<file path="src/rtl/sequenciador_fases.sv">
// Phase sequencer: runs a modulo-MOD phase counter for a programmed number of laps,
// with pause/abort control, one-hot phase decode, wrap and done pulses.
module sequenciador_fases #(
   parameter int unsigned MOD = 5,
   parameter int unsigned PW  = 3,
   parameter int unsigned LW  = 8
) (
   input  logic          clk,
   input  logic          rst,
   input  logic          start,
   input  logic          pause,
   input  logic          abort,
   input  logic [LW-1:0] laps,
   output logic [PW-1:0] phase,
   output logic [MOD-1:0] phase_oh,
   output logic [LW-1:0] lap_cnt,
   output logic          busy,
   output logic          wrap,
   output logic          done
);

   localparam logic [PW-1:0] PH_LAST = PW'(MOD - 1);

   typedef enum logic [1:0] {
      S_IDLE  = 2'd0,
      S_RUN   = 2'd1,
      S_PAUSE = 2'd2,
      S_DONE  = 2'd3
   } state_t;

   state_t           state_q, state_d;
   logic [PW-1:0]    phase_q, phase_d;
   logic [MOD-1:0]   phase_oh_q, phase_oh_d;
   logic [LW-1:0]    lap_q, lap_d;
   logic [LW-1:0]    laps_r_q, laps_r_d;
   logic             busy_q, busy_d;
   logic             wrap_q, wrap_d;
   logic             done_q, done_d;
   logic [LW-1:0]    lap_inc;
   logic             adv;

   // Next-state and registered-output logic
   always_comb begin
      state_d    = state_q;
      phase_d    = phase_q;
      lap_d      = lap_q;
      laps_r_d   = laps_r_q;
      busy_d     = busy_q;
      wrap_d     = 1'b0;
      done_d     = 1'b0;
      adv        = 1'b0;
      lap_inc    = lap_q + LW'(1);
      phase_oh_d = '0;

      unique case (state_q)
         S_IDLE: begin
            if (start) begin
               if (laps != '0) begin
                  laps_r_d = laps;
                  lap_d    = '0;
                  phase_d  = '0;
                  busy_d   = 1'b1;
                  state_d  = S_RUN;
               end else begin
                  done_d  = 1'b1;
                  state_d = S_DONE;
               end
            end
         end
         S_RUN: begin
            if (abort) begin
               state_d = S_IDLE;
               phase_d = '0;
               lap_d   = '0;
               busy_d  = 1'b0;
            end else if (pause) begin
               state_d = S_PAUSE;
            end else begin
               adv = 1'b1;
            end
         end
         S_PAUSE: begin
            if (abort) begin
               state_d = S_IDLE;
               phase_d = '0;
               lap_d   = '0;
               busy_d  = 1'b0;
            end else if (!pause) begin
               state_d = S_RUN;
               adv     = 1'b1;
            end
         end
         S_DONE: begin
            state_d = S_IDLE;
            phase_d = '0;
            busy_d  = 1'b0;
         end
         default: begin
            state_d = S_IDLE;
            phase_d = '0;
            busy_d  = 1'b0;
         end
      endcase

      // Phase advance; the final wrap completes the run in the same edge
      if (adv) begin
         if (phase_q != PH_LAST) begin
            phase_d = phase_q + PW'(1);
         end else begin
            phase_d = '0;
            lap_d   = lap_inc;
            wrap_d  = 1'b1;
            if (lap_inc == laps_r_q) begin
               state_d = S_DONE;
               busy_d  = 1'b0;
               done_d  = 1'b1;
            end
         end
      end

      if (busy_d) begin
         phase_oh_d = MOD'(1) << phase_d;
      end
   end

   always_ff @(posedge clk or negedge rst) begin
      if (!rst) begin
         state_q    <= S_IDLE;
         phase_q    <= '0;
         phase_oh_q <= '0;
         lap_q      <= '0;
         laps_r_q   <= '0;
         busy_q     <= 1'b0;
         wrap_q     <= 1'b0;
         done_q     <= 1'b0;
      end else begin
         state_q    <= state_d;
         phase_q    <= phase_d;
         phase_oh_q <= phase_oh_d;
         lap_q      <= lap_d;
         laps_r_q   <= laps_r_d;
         busy_q     <= busy_d;
         wrap_q     <= wrap_d;
         done_q     <= done_d;
      end
   end

   assign phase    = phase_q;
   assign phase_oh = phase_oh_q;
   assign lap_cnt  = lap_q;
   assign busy     = busy_q;
   assign wrap     = wrap_q;
   assign done     = done_q;

endmodule

</file>
<file path="config.mk">
export PLATFORM = sky130hd
export DESIGN_NAME = sequenciador_fases
export DESIGN_NICKNAME = d
export VERILOG_FILES = /design/src/rtl/sequenciador_fases.sv
export SDC_FILE = /design/constraint.sdc
export NUM_CORES = 1
export LEC_CHECK = 0
export CORE_MARGIN = 1
export CORE_UTILIZATION = 40
export CTS_BUF_LIST = sky130_fd_sc_hd__clkbuf_4 sky130_fd_sc_hd__clkbuf_8
export DETAILED_ROUTE_END_ITERATION = 6
export GPL_ROUTABILITY_DRIVEN = 0
export PLACE_DENSITY = 0.73
export RECOVER_POWER = 25
export SYNTH_ARGS = -nofsm -noshare
export SYNTH_HDL_FRONTEND = slang
export SYNTH_SLANG_ARGS = --single-unit
</file>
<file path="constraint.sdc">
create_clock -name clk -period 1.9 [get_ports clk]
set_input_delay 0.285 -clock clk [delete_from_list [all_inputs] [get_ports clk]]
set_output_delay 0.285 -clock clk [all_outputs]
set_load 0.02 [all_outputs]
</file>
==> results.ini <==
[floorplan]
start_util_pct = 43.0
die_area_um2 = 4310
die_h_um = 65.7
coreArea_um2 = 3770
rows = 22
num_io_pins = 32
die_w_um = 65.7

[sta]
fin_tns_setup_ns = -0.179
hold_viol_final = 0
fin_ws_ns = -0.0612
rsz0062_at_grt = true
fin_crit_ns = 1.96
final_max_slew_viol_count = 0
fin_crit_sh_pct = 103
skew_ns = 0.00735
slew_headroom_pct = 50.6
setup_viol = 6
tightest_slew_ns = 0.740
max_freq_ghz = 0.510

[final_layout]
design_area_um2 = 2340
final_common_cell = nand2_1
area_growth_syn_to_layout_pct = 44.4
antennaDiodeCount = 0
seq_area_um2 = 728
multi_input_area_um2 = 901
nets = 253
drive_gt1_share_pct = 25.2
fill_cells = 315
layout_common_cells = 32 x nand2_1, 30 x clkdlybuf4s50_1, 30 x buf_4

[worst_setup_path]
arrival_ns = 2.14
cp_cell_sequence = inv_2, ha_4, or3b_4, nor2_4, nand4_1, a211o_1, o211a_1
crit_type = register to register
worstPathMaxFanout = 5
cpPeakStageDelay_ns = 0.41
cpMaxStageDelayCell = or3b_4
crit_path_start_kind = register
cp.required_ns = 2.07
crit_path_end_kind = register

[route]
wl_per_cell_um = 14.3
drt-total-wl_um = 4040
drc = 0
ant_nets = 0
drt-pass1-iter-count = 4
viasPerCell = 5.15
drt-initial-drc-count = 65
via_count = 1452

[status]
outcome = complete, but fails checks
violations = negative setup slack

[clock_tree]
cts_max_level = 2
numCtsBuffers = 5
cts.path.max_buffers = 2
root_buffer = clkbuf_8
cts_num_sinks = 29
clk_pin_slew_ns = 0.07
worst_skew_pair.late_latency_ns = 0.28
cts_tree = yes

[min_path]
hold_path.class = register to register

[synth]
synth_nets = 187
synth-edff-count = 0
synth_seq_cells = 29
yosysWarnings = 0
synthFlopType = dfrtp_1
seq_area_frac_synth_pct = 44.8
synth_area_um2 = 1620
avgSynthCellArea_um2 = 9.71
yosys.cell_types.count = 45
synth_cells = 167
synthArstFlopShare_pct = 100

[global_route]
antenna_found_initial = 0
grt_util_all_layers_pct = 21.1
grt_max_degree = 30
grt_pass1_wl_um = 6860
grt_pass1_vias = 1491
grt-ovfl-total = 0

[placed_design]
postPlaceCellArea_um2 = 2200
dp_hpwl_um = 2950
port_buffers = 31

[pwr]
power.leakage_uw = 0.00111
p_per_area_nw_per_um2 = 1080
ir_worst_vdd_uv = 838
power_uw = 2520

[flow_run]
max-cap-violations = 0

[metal layers]
| layer | track usage, % | routed length [um] | vias up |
|---|---|---|---|
| li1 | - | - | 729 |
| met1 | 27.0 | 1880 | 684 |
| met2 | 34.6 | 1920 | 32 |
| met3 | 4.51 | 164 | 7 |
| met4 | 8.15 | 70 | 0 |
| met5 | 0 | 0 | - |
[area by class of cell]
type / instances / share of cell area, %
multi-input combinational: 128 / 38.5
clock buffer: 5 / 2.94
timing repair buffer: 62 / 23.1
clock inverter: 3 / 0.748
sequential: 29 / 31.1
inverter: 7 / 1.12
tap: 48 / 2.56
[registers in the layout, indices dropped and copies added, names as in the netlist]
register / count
busy: 1
done: 1
lap_cnt: 8
laps_r_q: 8
phase: 3
phase_oh: 5
state_q: 2
wrap: 1
[through the flow]
step           utilization, %  hold WS [ns]  instances  setup slack (ns)
2_1_floorplan               -       -0.0106        167           -0.0447
3_5_place_dp             58.3         0.486        271            -0.265
4_1_cts                  61.3         0.404        280           -0.0498
5_1_grt                  62.1         0.524        282            -0.128
6_report                 62.1         0.502        282           -0.0612
3_3_place_gp             58.3         0.481        271            -0.205
[final timing paths]
kind / slack, ns / end / startpoint / cells past startpoint
setup / recovery: -0.06 / phase_oh[0]$_DFF_PN0_ / state_q[0]$_DFF_PN0_ / 7
hold / removal: 0.50 / laps_r_q[1]$_DFFE_PN0P_ / laps_r_q[1]$_DFFE_PN0P_ / 2
setup reg to reg: -0.06 / phase_oh[0]$_DFF_PN0_ / state_q[0]$_DFF_PN0_ / 7
hold reg to reg: 0.50 / laps_r_q[1]$_DFFE_PN0P_ / laps_r_q[1]$_DFFE_PN0P_ / 2
max in group asynchronous: 0.79 / lap_cnt[0]$_DFF_PN0_ / rst / 2
min in group asynchronous: 0.60 / laps_r_q[6]$_DFFE_PN0P_ / rst / 2
[synthesized netlist by cell type (3+ instances only)]
master / instances / area [um2]
xor2_1: 4 / 35.0
a211o_1: 3 / 26.3
nor4_1: 3 / 18.8
o21a_1: 3 / 22.5
dfrtp_1: 29 / 726
o21ai_0: 12 / 60.1
a21oi_1: 4 / 20.0
nor2_1: 8 / 30.0
ha_1: 7 / 87.6
a22o_1: 3 / 26.3
nand3_1: 4 / 20.0
nand2_1: 32 / 120
inv_1: 7 / 26.3
xnor2_1: 5 / 43.8
mux2_2: 4 / 45.0
[worst max-delay path, delay by kind of cell (launching register included)]
family | cells | cell delay (ns)
flops | 1 | 0.37
simple gates | 3 | 0.61
buf+inv | 1 | 0.07
fa+ha+maj | 1 | 0.26
compound gates | 2 | 0.54
[cells by family after synthesis]
logic type | share of synthesized area, %
adders and majority gates | 5.40
DFF | 44.8
muxes | 3.39
and+or+nand+nor | 21.5
buffers and inverters | 2.70
AOI/OAI and AO/OA | 15.9
xor gates and xnor gates | 6.33
[what timing repair did]
item / 4_1_cts / 5_1_grt
gates cloned: 0 / 0
hold buffers: 0 / 0
pin swaps: 1 / 1
gates resized for setup: 4 / 6
setup buffers: 1 / 2
setup endpoints to repair: 11 / 15
[where the power goes]
group | switching, uW | internal [uW]
registers | 116 | 764
logic | 582 | 563
clock network | 245 | 252
Power figures use the tool's default switching activity.
